$ cat src/rtl/cpu_pkg.sv
// Shared definitions for the 16-bit pipelined datapath: opcodes, ALU ops,
// forwarding-select encoding and the in-flight destination history entry.
package cpu_pkg;

  localparam int REG_W = 5;

  typedef enum logic [5:0] {
    OP_NOP  = 6'd0,
    OP_ADD  = 6'd1,
    OP_SUB  = 6'd2,
    OP_AND  = 6'd3,
    OP_OR   = 6'd4,
    OP_ADDI = 6'd5,
    OP_LD   = 6'd6,
    OP_ST   = 6'd7
  } opcode_e;

  typedef enum logic [2:0] {
    ALU_NOP = 3'd0,
    ALU_ADD = 3'd1,
    ALU_SUB = 3'd2,
    ALU_AND = 3'd3,
    ALU_OR  = 3'd4
  } alu_op_e;

  localparam logic [1:0] FWD_BANK = 2'b00;
  localparam logic [1:0] FWD_EX   = 2'b01;
  localparam logic [1:0] FWD_DM   = 2'b10;
  localparam logic [1:0] FWD_WB   = 2'b11;

  typedef struct packed {
    logic             valid;
    logic [REG_W-1:0] rd;
    logic             is_load;
  } hist_t;

endpackage

$ cat src/rtl/fwd_compare.sv
// Matches one source register against the destination history and returns
// the forwarding select plus whether the distance-1 producer is a load.
module fwd_compare
  import cpu_pkg::*;
(
  input  hist_t [2:0]      hist,
  input  logic [REG_W-1:0] rs,
  output logic [1:0]       sel,
  output logic             load_hit
);

  logic [2:0] hit;
  logic       prod_load;

  // r0 is hardwired in the bank, so it never matches a producer
  always_comb begin
    hit = '0;
    for (int i = 0; i < 3; i++) begin
      hit[i] = hist[i].valid && (hist[i].rd != '0) && (hist[i].rd == rs);
    end
  end

  always_comb begin
    sel       = FWD_BANK;
    prod_load = 1'b0;
    if (hit[0]) begin
      sel       = FWD_EX;
      prod_load = hist[0].is_load;
    end else if (hit[1]) begin
      sel       = FWD_DM;
      prod_load = hist[1].is_load;
    end else if (hit[2]) begin
      sel       = FWD_WB;
      prod_load = hist[2].is_load;
    end
  end

  assign load_hit = (sel == FWD_EX) && prod_load;

endmodule

$ cat src/rtl/instr_decode_fwd.sv
// Decode stage: holds one instruction, drives bank read addresses, resolves
// RAW hazards by forwarding and inserts a one-cycle bubble on load-use.
module instr_decode_fwd
  import cpu_pkg::*;
#(
  parameter  int NUM_REGS = 32,
  parameter  int DATA_W   = 16,
  localparam int AW       = $clog2(NUM_REGS)
) (
  input  logic              clk,
  input  logic              rst_n,
  input  logic [31:0]       instr,
  input  logic              instr_valid,
  output logic              instr_ready,
  input  logic              flush,
  output logic [AW-1:0]     RA,
  output logic [AW-1:0]     RB,
  output logic [1:0]        mux_sel_A,
  output logic [1:0]        mux_sel_B,
  output logic [DATA_W-1:0] imm,
  output logic              imm_sel,
  output logic [2:0]        alu_op,
  output logic              mem_rd,
  output logic              mem_wr,
  output logic [AW-1:0]     RW_dm,
  output logic              stall
);

  function automatic logic signed [DATA_W-1:0] sext_imm(input logic signed [15:0] f);
    return DATA_W'(f);
  endfunction

  logic             dec_valid;
  logic [31:0]      dec_instr;
  logic [5:0]       opcode;
  logic [REG_W-1:0] rd, rs1, rs2;
  logic             is_r, is_addi, is_ld, is_st;
  alu_op_e          alu_d;
  logic             use_rs1, use_rs2, writes_rd, imm_sel_d;
  logic [1:0]       sel_a_raw, sel_b_raw;
  logic             ld_hit_a, ld_hit_b;
  logic             stall_d, issue;
  hist_t [2:0]      hist;
  hist_t            entry_d;

  logic                     vld_p1;
  logic [1:0]               sel_a_p1, sel_b_p1;
  logic signed [DATA_W-1:0] imm_p1;
  logic                     imm_sel_p1, mem_rd_p1, mem_wr_p1;
  alu_op_e                  alu_op_p1;

  assign opcode = dec_instr[31:26];
  assign rd     = dec_instr[25:21];
  assign rs1    = dec_instr[20:16];
  assign rs2    = dec_instr[15:11];

  always_comb begin
    is_r    = 1'b0;
    is_addi = 1'b0;
    is_ld   = 1'b0;
    is_st   = 1'b0;
    alu_d   = ALU_NOP;
    case (opcode)
      OP_ADD:  begin is_r    = 1'b1; alu_d = ALU_ADD; end
      OP_SUB:  begin is_r    = 1'b1; alu_d = ALU_SUB; end
      OP_AND:  begin is_r    = 1'b1; alu_d = ALU_AND; end
      OP_OR:   begin is_r    = 1'b1; alu_d = ALU_OR;  end
      OP_ADDI: begin is_addi = 1'b1; alu_d = ALU_ADD; end
      OP_LD:   begin is_ld   = 1'b1; alu_d = ALU_ADD; end
      OP_ST:   begin is_st   = 1'b1; alu_d = ALU_ADD; end
      default: ;
    endcase
  end

  // ST computes its address from rs1+imm and carries rs2 as store data
  assign use_rs1   = is_r || is_addi || is_ld || is_st;
  assign use_rs2   = is_r || is_st;
  assign writes_rd = (is_r || is_addi || is_ld) && (rd != '0);
  assign imm_sel_d = is_addi || is_ld || is_st;

  fwd_compare u_fwd_a (
    .hist     (hist),
    .rs       (rs1),
    .sel      (sel_a_raw),
    .load_hit (ld_hit_a)
  );

  fwd_compare u_fwd_b (
    .hist     (hist),
    .rs       (rs2),
    .sel      (sel_b_raw),
    .load_hit (ld_hit_b)
  );

  assign stall_d = dec_valid && ((use_rs1 && ld_hit_a) || (use_rs2 && ld_hit_b));
  assign issue   = dec_valid && !stall_d && !flush;

  always_comb begin
    entry_d         = '0;
    entry_d.valid   = issue && writes_rd;
    entry_d.rd      = rd;
    entry_d.is_load = is_ld;
  end

  // Decode slot: flush empties it, stall holds it, otherwise take from fetch
  always_ff @(posedge clk or negedge rst_n) begin
    if (!rst_n) begin
      dec_valid <= 1'b0;
    end else if (flush) begin
      dec_valid <= 1'b0;
    end else if (!stall_d) begin
      dec_valid <= instr_valid;
    end
  end

  always_ff @(posedge clk) begin
    if (!flush && !stall_d && instr_valid) begin
      dec_instr <= instr;
    end
  end

  // Decode -> EX boundary; the history shifts every cycle, bubbles included
  always_ff @(posedge clk or negedge rst_n) begin
    if (!rst_n) begin
      hist   <= '0;
      vld_p1 <= 1'b0;
    end else begin
      hist   <= {hist[1:0], entry_d};
      vld_p1 <= issue;
    end
  end

  always_ff @(posedge clk) begin
    sel_a_p1   <= use_rs1 ? sel_a_raw : FWD_BANK;
    sel_b_p1   <= use_rs2 ? sel_b_raw : FWD_BANK;
    imm_p1     <= sext_imm($signed(dec_instr[15:0]));
    imm_sel_p1 <= imm_sel_d;
    alu_op_p1  <= alu_d;
    mem_rd_p1  <= is_ld;
    mem_wr_p1  <= is_st;
  end

  assign mux_sel_A = vld_p1 ? sel_a_p1 : FWD_BANK;
  assign mux_sel_B = vld_p1 ? sel_b_p1 : FWD_BANK;
  assign imm       = vld_p1 ? imm_p1 : '0;
  assign imm_sel   = vld_p1 && imm_sel_p1;
  assign alu_op    = vld_p1 ? alu_op_p1 : ALU_NOP;
  assign mem_rd    = vld_p1 && mem_rd_p1;
  assign mem_wr    = vld_p1 && mem_wr_p1;

  assign RA          = dec_valid ? AW'(rs1) : '0;
  assign RB          = dec_valid ? AW'(rs2) : '0;
  assign RW_dm       = hist[1].valid ? AW'(hist[1].rd) : '0;
  assign stall       = stall_d;
  assign instr_ready = !stall_d;

endmodule

$ cat config.mk
export PLATFORM = sky130hd
export DESIGN_NAME = instr_decode_fwd
export DESIGN_NICKNAME = d
export VERILOG_FILES = /design/src/rtl/cpu_pkg.sv /design/src/rtl/fwd_compare.sv /design/src/rtl/instr_decode_fwd.sv
export SDC_FILE = /design/constraint.sdc
export NUM_CORES = 1
export LEC_CHECK = 0
export ABC_AREA = 1
export CORE_ASPECT_RATIO = 2
export CORE_MARGIN = 2
export CORE_UTILIZATION = 48
export DETAILED_ROUTE_END_ITERATION = 8
export GPL_TIMING_DRIVEN = 0
export PLACE_DENSITY = 0.79
export RECOVER_POWER = 100
export SLEW_MARGIN = 30
export SYNTH_ARGS = -nofsm -noshare
export SYNTH_HDL_FRONTEND = slang
export SYNTH_SLANG_ARGS = --single-unit
$ cat constraint.sdc
create_clock -name clk -period 4.3 [get_ports clk]
set_input_delay 0.86 -clock clk [delete_from_list [all_inputs] [get_ports clk]]
set_output_delay 0.86 -clock clk [all_outputs]
set_load 0.01 [all_outputs]
# Word-level counts from Yosys, hierarchy flattened

Index checks and enable logic that the tools add are counted.

Flip-flop bits (word level): 81
Bits of input ports: 36
Output and inout bits: 43
Word-level logic and storage cells: 99

Equality and inequality tests: 16
Muxes and demuxes: 26
Reductions and logical operators: 38

Operators with widths:

| kind                                                                   | count |
|---|---|
| 5-bit equality test                                                    | 6 |
| 6-bit by 3-bit equality test with 1-bit output (second input constant) | 4 |
| 1-bit logical AND                                                      | 23 |
| 5-bit nonzero test                                                     | 4 |
| 16-bit two-way mux                                                     | 1 |
| 2-bit two-way mux                                                      | 8 |
| 5-bit two-way mux                                                      | 3 |
| 6-bit by 2-bit equality test with 1-bit output (second input constant) | 2 |
| 1-bit two-way mux                                                      | 12 |
| 3-bit one-hot mux with 4 select lines                                  | 1 |
| 4-bit OR reduction                                                     | 2 |
| 1-bit logical OR                                                       | 7 |
| 6-bit by 1-bit equality test with 1-bit output (second input constant) | 1 |
| 2-bit by 1-bit equality test with 1-bit output (second input constant) | 2 |
| 3-bit two-way mux                                                      | 1 |
| 1-bit logical NOT                                                      | 2 |
| 2-bit != test (second input constant)                                  | 1 |

# Depth between registers and ports, before layout

Depth in word-level cells: 15
Mapped depth: 10
Gate-level depth less buffers: 10

# Hierarchy

From an unflattened synthesis, not the netlist that was laid out.

Cell total of the unflattened synthesis: 395
Area, all modules: 3333.2 sq um

Modules (own cells, without submodules):

| module           | instances | cells an instance | area an instance (sq um) | sequential area each (sq um) |
|---|---|---|---|---|
| instr_decode_fwd | 1         | 219               | 2627.5                   | 2057.0 |
| fwd_compare      | 2         | 88                | 352.8                    | 0.0 |

# Worst setup path before layout

No wires, ideal clock.

Kind: register to register
Start: register dec_instr[26]
End: register dec_instr[0] (enable)
Library setup time: 432 ps
Arrival time: 2562 ps
Data required time: 3868 ps
Setup slack: 1306 ps
Stages on the path, launching flop included: 10
Buffers on the path: 0
Clock period less this slack: 2994 ps
Cell sequence: edfxtp_1 inv_1 nand2_1 nand3_1 nand3_1 nand2_1 inv_1 nand2_2 nand2_2 a21oi_1

Cells in the longest elaborated chain, start to end: 12
Elaborated cells on any way between the ends: 23
Classes of those cells: eq/ne: 7; mux: 4; reduce/logical: 12

Ends and longest elaborated chain:

| element                                                                      | line                    | text |
|---|---|---|
| from (decl)                                                                  | instr_decode_fwd.sv:34  | `logic [31:0] dec_instr;` |
| from (signal assigned)                                                       | instr_decode_fwd.sv:118 | `dec_instr <= instr;` |
| 6-bit by 3-bit equality test with 1-bit output, or another cell as far along | instr_decode_fwd.sv:63  | `case (opcode)` |
| 4-bit OR reduction (no line)                                                 | --                      |  |
| 1-bit two-way mux                                                            | instr_decode_fwd.sv:63  |  |
| 1-bit logical OR (3 in a row)                                                | instr_decode_fwd.sv:76  | `assign use_rs1 = is_r \|\| is_addi \|\| is_ld \|\| is_st;` |
| 1-bit logical AND                                                            | instr_decode_fwd.sv:95  | `assign stall_d = dec_valid && ((use_rs1 && ld_hit_a) \|\| (use_rs2 && ld_hit_b));` |
| 1-bit logical OR *                                                           | instr_decode_fwd.sv:95  |  |
| 1-bit logical AND *                                                          | instr_decode_fwd.sv:95  |  |
| 1-bit logical NOT *                                                          | instr_decode_fwd.sv:117 | `if (!flush && !stall_d && instr_valid) begin` |
| 1-bit logical AND * (2 in a row)                                             | instr_decode_fwd.sv:117 |  |

Mark *: on every way between the ends. The rest lies on a longest branch, timed or not.
A chain may end at the register's enable or synchronous reset.

# Worst setup path in the final report

Start: register dec_instr[31]
End: output stall

Cells in the longest elaborated chain, start to end: 9
Elaborated cells on any way between the ends: 20
Classes of those cells: eq/ne: 7; mux: 4; reduce/logical: 9

Ends and longest elaborated chain:

| element                                                                      | line                   | text |
|---|---|---|
| 6-bit by 3-bit equality test with 1-bit output, or another cell as far along | instr_decode_fwd.sv:63 |  |
| 4-bit OR reduction (no line)                                                 | --                     |  |
| 1-bit two-way mux                                                            | instr_decode_fwd.sv:63 |  |
| 1-bit logical OR (3 in a row)                                                | instr_decode_fwd.sv:76 |  |
| 1-bit logical AND                                                            | instr_decode_fwd.sv:95 |  |
| 1-bit logical OR *                                                           | instr_decode_fwd.sv:95 |  |
| 1-bit logical AND *                                                          | instr_decode_fwd.sv:95 |  |
| to (decl)                                                                    | instr_decode_fwd.sv:26 | `output logic stall` |

Marked as above.

==> results.yml <==
setup_path:
  cp_max_fo: 5
  slowest_delay_ns: 0.59
  regToRegSetupSlack_ns: 1.10
  crit_type: "reg2out"
  r2r_cells: 10
  crit_chain: "nor2_1, nand3_1, nand3_1, nand2_1, inv_1, nand2_1, nand2_1, nand2_2, inv_2, dlygate4sd3_1"
  cp_slowest_cell: "dlygate4sd3_1"
  start_kind: "register"
  arrival_ns: 2.35
  regToRegStartpoint: "dec_instr[27]"
  cp.required_ns: 3.44
  cpMostUsedCell: "nand2_1"
  rr_endpoint: "dec_instr[17]"
  end_kind: "output port"
logic_synthesis:
  ys_top_cells_by_count: "73 x nand2_1, 61 x inv_1, 32 x edfxtp_1"
  synth_edf_count: 32
  synth_area_per_cell_um2: 10.2
  synth.top_cell.area_share_pct: 31.7
  synth_area_leaders: "edfxtp_1 32%, dfrtp_1 17%, dfxtp_1 17%"
  synth_area_leader_cell: "edfxtp_1"
  async_flop_share_pct: 26.6
  synth_area_um2: 3030
  ys.flop_type: "edfxtp_1"
  ys_types: 23
  yosysMostFrequentCell: "nand2_1"
  ys_seq_area_share_pct: 66.2
  postSynthNetCount: 334
  ys_ff_latch: 79
  syn_inst: 298
  ys_warn_count: 0
placement:
  dpl.hpwl_um: 4440
  placed_cells: 463
  port_buffers: 78
  gp_congestion: 0.781
global_routing:
  globalRouteOverflowTotal: 0
  top_usage_layer: "met2"
  antenna_found_initial: 0
  grt_pass1_wl_um: 9830
  use_met1_pct: 21.2
  grt_pass1_vias: 2209
  grt_max_degree: 22
  track_usage_pct: 19.4
  grt_use_met3_pct: 5.43
  met2_usage_pct: 33.6
route:
  drt_first_pass_iters: 4
  first_iter_violations: 74
  via_count: 2183
  drc: 0
  routed_wirelength_um: 5940
  final_antenna_net_count: 0
  vias_per_cell: 4.56
  post_drt_wl_per_cell_um: 12.4
sta:
  timing.final.crit_share_pct: 74.7
  setup-tns-final_ns: 0
  setup_violations: 0
  min_period_ns: 3.21
  hold_viol: 0
  final.setup_skew_ns: 0.00574
  grt_setup_unrepaired: "no"
  fmax_ghz: 0.311
  relSlewSlack_pct: -31.3
  tightest_slew_ns: 1.97
  final_max_slew_viol_count: 20
power_and_ir_drop:
  switching_share_pct: 20.7
  p_switching_mw: 0.378
  seqPwrFrac_pct: 47.2
  peakVddDrop_mv: 0.334
  clock_power_share_pct: 46.2
  power_frac_comb_pct: 6.6
  intPower_mw: 1.45
  p_leak_nw: 2.15
  powerDensity_nw_per_um2: 428
cts:
  cts_setup_buffers: 0
  clock-sinks: 79
  clockBufferDepth: 2
  cts_buffers: 9
  cts_resized: 0
  cts.clk_slew.worst_paths_ns: 0.06
  htreeDepth: 3
  cts_tree: "built"
  cts_root_buf: "clkbuf_16"
  hold_buffers: 0
  clock_latency_ns: 0.33
flow_run:
  drv_cap: 1
die:
  die_x_um: 60.2
  start_util_pct: 48.8
  dieHeight_um: 116
  row_count: 41
  core_area_um2: 6210
  ios: 79
  die-area_um2: 7010
status:
  status: "finished with violations"
  violations: "capacitance limit, slew limit"
layout:
  diodes: 0
  drive_gt1_share_pct: 5.85
  instances_no_fill: 479
  nNetsFinal: 424
  syn_to_final_growth_pct: 40.9
worst_hold_path:
  min_from: "dec_instr[3]"
  hold_path_end: "imm_p1[3]"
  hp-class: "reg2reg"
  worstHoldPathCells: 0
## registers in the layout, indices dropped and copies added, names as in the netlist
signal      cells
sel_a_p1        2
hist           19
vld_p1          1
dec_instr      32
imm_sel_p1      1
imm_p1         16
sel_b_p1        2
mem_rd_p1       1
alu_op_p1       3
dec_valid       1
mem_wr_p1       1
## cells by family (layout without fill, tap and decap cells)
group	after synthesis	after routing	share of synthesized area, %
buffers and inverters	68	163	8.42
AO/OA/AOI/OAI	10	10	2.06
AND/OR/NAND/NOR	115	115	15.8
XOR/XNOR	26	26	7.51
flip-flops	79	79	66.2
## metrics by stage
step	cell area, um^2	setup slack [ns]	power, mW	util (%)	hold slack, ns
after detailed placement	3950	1.58	1.01	63.6	0.329
after global placement	3920	0.295	0.999	63.2	0.325
after floorplan	3030	1.31	0.932	-	0.323
final	4270	1.09	1.83	68.8	0.340
after CTS	4300	1.20	1.85	69.3	0.342
after global routing	4270	0.750	1.90	68.8	0.350
## metal layers
metal	share of wire (%)	vias to the layer above
li1	-	1080
met1	37	1014
met2	55	79
met3	5.7	10
met4	1.8	0
met5	0	-
## how the worst max path moves through the flow
stage	start	depth (start not counted)	end	slack [ns]
global placement	flush	4	dec_instr[13]	0.29
CTS	dec_instr[11]	10	stall	1.20
floorplan	dec_instr[26]	9	dec_instr[0]	1.31
global route	dec_instr[27]	10	dec_instr[17]	0.75
finish	dec_instr[31]	10	stall	1.09
detailed placement	dec_instr[11]	10	stall	1.58
## placed cells by master, fill, tap and decap left out
master and n:
a21boi_0 2, a21boi_1 1, a21oi_1 3, buf_8 1, bufinv_16 1, clkbuf_1 5
clkbuf_16 12, clkdlybuf4s50_1 2, clkinv_1 1, clkinv_4 2, clkinvlp_4 1, dfrtp_1 21
dfxtp_1 26, dlygate4sd3_1 75, edfxtp_1 32, inv_1 61, inv_2 2, nand2_1 75
nand2_2 1, nand3_1 11, nand4_1 2, nor2_1 18, nor2_2 2, nor3_1 5
o21ai_0 2, o22ai_1 1, o41ai_1 1, or2_2 1, xnor2_1 15, xor2_1 11
## layout make-up
class,instances,area [um^2]
Sequential cell,79,2010
Timing Repair Buffer,79,790
Inverter,64,240
Clock inverter,4,55.1
Buffer,4,15.0
Fill cell,467,1940
Tap cell,86,108
Clock buffer,12,300
Multi-Input combinational cell,151,757
## critical path, delay by kind of cell (launching register included)
| kind | cells | cell delay (ns) |
|---|---|---|
| AND/OR/NAND/NOR | 7 | 0.99 |
| flip-flops | 1 | 0.35 |
| buffers and inverters | 3 | 0.68 |
## power by group through the flow
stage               registers, mW  clock network (mW)  logic [mW]
CTS                         0.863               0.859       0.132
global placement            0.875                   0       0.124
floorplan                   0.868                   0      0.0635
finish                      0.862               0.845       0.120
detailed placement          0.878                   0       0.131
global route                0.868               0.896       0.134
No activity file was read; power rests on OpenSTA's default activity.
==> RTL edit 1, RTL diff (same flow settings) <==
Change the parameter `DATA_W` from 16 to 32.
--- a/src/rtl/instr_decode_fwd.sv
+++ b/src/rtl/instr_decode_fwd.sv
@@ -4,7 +4,7 @@
   import cpu_pkg::*;
 #(
   parameter  int NUM_REGS = 32,
-  parameter  int DATA_W   = 16,
+  parameter  int DATA_W   = 32,
   localparam int AW       = $clog2(NUM_REGS)
 ) (
   input  logic              clk,
Ports: changed (resized imm); port bits go from 79 to 95. No check against the original RTL was run, so the function may have changed too.
==> RTL edit 1 against the unedited design <==
Sequential cell count is the same. Cell count grew 6.7%. Power shrank 4.6%. Global-route usage grew 0.37 points. Critical path depth is the same. Non-clock buffer count grew 32. Final area grew 4.9%. Combinational power grew 12%. Wire length grew 4.4%. Synthesized area grew 4.0%. Maximum frequency shrank 2.1%. Setup slack lost 0.068 ns. Highest routed layer unchanged.
==> RTL edit 1: results (changes against the unedited design) <==
Setup path
  – R2R Path End: dec_instr[0]
  – Critical path's largest stage delay: 0.99 ns (+0.40 ns)
  – CP max stage cell: a21oi_1
  – CP Max Fanout: 18 (+13)
  – Delay-heaviest family, CP: compound AO/OA/AOI/OAI gates
  – Worst EP arrival: 3.25 ns (+0.90 ns)
  – Register-to-register setup slack: 1.02 ns (-0.08 ns)

Timing
  – Worst Tran Pin Value: 1.29 ns (-0.677 ns)
  – Layout Skew: 0.00633 ns (+0.000588 ns)
  – Worst hold margin: 0.340 ns (+0.000274 ns)

Route
  – Drt total wl: 6200 um (+4.4%)
  – DRT iter0 DRCs: 86 (+16%)
  – Routed met3 length: 307 um (-8.6%)
  – Total number of vias: 2310 (+5.8%)
  – Met2 wire length: 3590 um (+9.5%)
  – Wirelength per Cell: 12.1 um (-2.2%)
  – Met1 Wirelength: 2100 um (-5.4%)

Yosys
  – Syn Nets: 350 (+4.8%)
  – Compound-Gate Fraction of Synth Area: 1.98% (-0.079 points)
  – XOR/XNOR Fraction of Synth Area: 7.23% (-0.29 points)
  – Synth top area cells: edfxtp_1 (30%), dfrtp_1 (17%), dfxtp_1 (17%), nand2_1 (8.7%), inv_1 (7.3%)
  – Sequential-to-total area share from yosys stat: 63.7% (-2.5 points)
  – Syn Inst Count: 314 (+5.4%)
  – Adder-Cell Fraction of Synth Area: 0% (unchanged)
  – Synth cell types: 24 (+4.3%)

CTS
  – Worst-path clk slew: 0.06 ns (about the same)

Power
  – Peak VDD IR: 0.432 mV (+29%)
  – Leakage: 2.26 nW (+5.2%)

Layout
  – Final Net Count: 456 (+7.5%)
  – Fraction of layout cells with a size suffix above 1: 8.47% (+2.6 points)
  – Number of diodes: 0 (unchanged)
  – Biggest regs: dec_instr (32), hist (19), imm_p1 (16)

Hold path
  – HP Start: dec_instr[10]
  – Min-Delay Endpoint: imm_p1[10]

Placed design
  – I/O Buffers: 94 (+21%)
  – Dpl cells: 495 (+6.9%)
  – Gpl congestion: 0.781 (about the same)
  – Placed cell areas: 4240 um2 (+7.4%)
  – Final HPWL DP: 4660 um (+4.9%)

GRT
  – Vias in the first global route: 2374 (+7.5%)
  – GR Layer Usage met2: 35.6% (+1.9 points)
  – Met3 GRT Util: 6.13% (+0.70 points)
  – GR Util met1: 18.7% (-2.5 points)
  – GR Util All Layers: 19.8% (+0.37 points)
  – First-pass GRT wire length: 10300 um (+5.1%)
  – Initial antenna violation count: 0 (unchanged)

Run status
  – Status: finished, final reports clean
==> RTL edit 1: layout make-up <==
cell class | instances | area (um2)
Inverter | 64 | 240
Buffer | 20 | 135
Clock inverter | 7 | 71.3
Tap cell | 86 | 108
Fill cell | 472 | 1830
Timing Repair Buffer | 95 | 938
Sequential cell | 79 | 2010
Multi-Input combinational cell | 151 | 754
Clock buffer | 9 | 225
==> RTL edit 1: cell families (layout without fill, tap and decap cells) <==
logic type | after synthesis | after routing
AO/OA/AOI/OAI | 10 | 10
XOR/XNOR | 26 | 26
buffers and inverters | 84 | 195
flip-flops | 79 | 79
AND/OR/NAND/NOR | 115 | 115
==> RTL edit 1: metrics by stage <==
stage               util (%)  setup slack (ns)
finish                  71.0              1.02
global route            71.0             0.648
CTS                     71.9              1.20
detailed placement      67.2              1.57
global placement        66.6             0.401
floorplan                  -              1.31
==> RTL edit 1: worst register-to-register path, stage by stage, from the launching register on <==
cell and delay, ns:
edfxtp_1 0.40, inv_1 0.11, nand2_1 0.06, nand3_1 0.12, nand3_1 0.14, nand2_1 0.08
inv_1 0.04, nand2_1 0.08, nand2_1 0.10, a21oi_1 0.99, clkbuf_1 0.78
==> RTL edit 1: how the worst max path moves through the flow <==
stage                  startpoint       endpoint  slack, ns  cells after the start
CTS                 dec_instr[11]          stall       1.20                     10
detailed placement  dec_instr[17]          stall       1.57                      8
global placement            flush  dec_instr[10]       0.40                      4
finish              dec_instr[27]   dec_instr[0]       1.02                     10
floorplan           dec_instr[26]   dec_instr[0]       1.31                      9
global route        dec_instr[27]   dec_instr[8]       0.65                     10
==> RTL edit 1: power breakdown <==
part / total [mW] / switching, mW / internal [mW]
sequential: 0.862 / 0.0335 / 0.828
clock: 0.747 / 0.298 / 0.450
combinational: 0.134 / 0.0609 / 0.0727
total: 1.74 / 0.392 / 1.35
==> RTL edit 2, RTL diff (same flow settings) <==
Made on the original files. Reset style: synchronous (`rst_n`), changed in 2 clocked blocks.
--- a/src/rtl/instr_decode_fwd.sv
+++ b/src/rtl/instr_decode_fwd.sv
@@ -103,7 +103,7 @@
   end
 
   // Decode slot: flush empties it, stall holds it, otherwise take from fetch
-  always_ff @(posedge clk or negedge rst_n) begin
+  always_ff @(posedge clk) begin
     if (!rst_n) begin
       dec_valid <= 1'b0;
     end else if (flush) begin
@@ -120,7 +120,7 @@
   end
 
   // Decode -> EX boundary; the history shifts every cycle, bubbles included
-  always_ff @(posedge clk or negedge rst_n) begin
+  always_ff @(posedge clk) begin
     if (!rst_n) begin
       hist   <= '0;
       vld_p1 <= 1'b0;
Formal check against the unedited RTL: differs if rst_n is asserted again (counterexample within 4 cycles, from zero or initial values and one cycle with rst_n low); with rst_n held inactive, the same outputs for 10 cycles.
==> RTL edit 2 against the unedited design <==
Setup slack got worse by 0.086 ns. Via count increased by 8.3%. Sequential power shrank 1%. Final area rose by 0.82%. Maximum frequency decreased by 2.6%. Core utilization is 0.56 points lower. Synthesized cell count up 18%. Combinational power shrank 11%. Sequential cell count stayed put. Wire length grew 5.1%. Power fell by 7.3%. Synthesized area increased by 3.0%. Register-to-register slack gained 0.30 ns. Largest cell class unchanged.
==> RTL edit 2: results (changes against the unedited design) <==
Timing
  – Layout Skew: 0.00675 ns (+0.00101 ns)
  – Worst hold margin: 0.343 ns (+0.00329 ns)
  – Worst Tran Pin Value: 1.35 ns (-0.623 ns)

Run status
  – Status: finished, final reports clean

Hold path
  – Min-Delay Endpoint: imm_p1[2]
  – HP Start: dec_instr[2]

Yosys
  – Synth top area cells: edfxtp_1 (31%), dfxtp_1 (30%), nand2_1 (12%), inv_1 (10%), xnor2_1 (5.1%)
  – Sequential-to-total area share from yosys stat: 60.9% (-5.3 points)
  – Asr flop ratio synth: 0% (-27 points)
  – Synth cell types: 25 (+8.7%)
  – Primary FF master, synth: dfxtp_1
  – Yosys Warn Count: 0 (unchanged)
  – Compound-Gate Fraction of Synth Area: 2.57% (+0.50 points)
  – XOR/XNOR Fraction of Synth Area: 6.45% (-1.1 points)
  – Syn Nets: 387 (+16%)
  – Syn Inst Count: 351 (+18%)

Placed design
  – Gpl congestion: 0.843 (+8.0%)
  – Dpl cells: 516 (+11%)
  – Placed cell areas: 4050 um2 (+2.5%)
  – Dpl ws: 1.53 ns (-0.0445 ns)
  – Final HPWL DP: 4680 um (+5.5%)

Setup path
  – Reg2reg start: dec_instr[26]
  – CP Max Fanout: 4 (-1)
  – Worst EP arrival: 2.44 ns (+0.09 ns)

Layout
  – Fill count: 486 (+4.1%)
  – Fraction of layout cells with a size suffix above 1: 4.26% (-1.6 points)

Route
  – Routed met3 length: 318 um (-5.4%)
  – Wirelength per Cell: 11.7 um (-5.4%)
  – Met2 wire length: 3530 um (+7.6%)
  – Met1 Wirelength: 2210 um (-0.63%)

Power
  – Peak VDD IR: 0.382 mV (+14%)

GRT
  – First-pass GRT wire length: 10400 um (+6.0%)
  – Vias in the first global route: 2388 (+8.1%)
  – Pin count of the biggest net entering global routing: 19 (-14%)

CTS
  – CTS max path bufs: 2 (unchanged)
[RTL edit 2: cell types whose count changed in the layout (fill, tap and decap cells not counted), sizes merged, moves of 2 or more]
| cell | unedited run | this run |
|---|---|---|
| a21boi | 3 | 0 |
| dfrtp | 21 | 0 |
| dfxtp | 26 | 47 |
| inv | 63 | 86 |
| nand2 | 76 | 100 |
| nand3 | 11 | 8 |
| nor2 | 20 | 29 |
| nor3 | 5 | 3 |
| o21ai | 2 | 5 |
| xnor2 | 15 | 18 |
| xor2 | 11 | 5 |
[RTL edit 2: worst max-delay path: stages, from the launching register on]
cell	delay, ns
edfxtp_1	0.39
nor2_1	0.20
nand2_1	0.12
a21oi_1	0.17
nor2_1	0.13
nor2_1	0.14
nand2_2	0.06
nand2_1	0.11
nand2_1	0.11
inv_1	0.08
dlygate4sd3_1	0.60
[RTL edit 2: per-layer routing]
metal / GRT usage (%) / up-vias
met3: 6.81 / 14
met4: 9.38 / 0
met2: 35.8 / 63
met1: 18.6 / 1070
li1: - / 1217
met5: 0 / -
[RTL edit 2: power breakdown]
group	internal (mW)	switching, mW	total [mW]
Combinational	0.0571	0.0498	0.107
Clock	0.462	0.271	0.733
Sequential	0.822	0.0303	0.852
[RTL edit 2: layout make-up]
cell class	count	area (um2)	share of cell area, %
flip-flops and latches	79	1900	44.2
multi-input cells	180	851	19.8
repair buffers	79	808	18.8
inverters	86	323	7.50
clock buffers	12	246	5.72
well taps	86	108	2.50
clock inverters	4	46.3	1.07
plain buffers	6	22.5	0.523
[RTL edit 2: how the worst max path moves through the flow]
| stage | start | to | slack, ns | depth (start not counted) |
|---|---|---|---|---|
| floorplan | dec_instr[26] | dec_instr[0] | 1.41 | 9 |
| global placement | flush | dec_instr[4] | 0.61 | 4 |
| detailed placement | dec_instr[12] | stall | 1.53 | 10 |
| CTS | dec_instr[16] | stall | 1.16 | 10 |
| global route | dec_instr[28] | stall | 0.79 | 10 |
| finish | dec_instr[28] | stall | 1.00 | 10 |
[RTL edit 2: cell families (layout without fill, tap and decap cells)]
group,Yosys count,after routing
flip-flops,79,79
buffers and inverters,92,187
AND/OR/NAND/NOR,144,144
AO/OA/AOI/OAI,13,13
XOR/XNOR,23,23
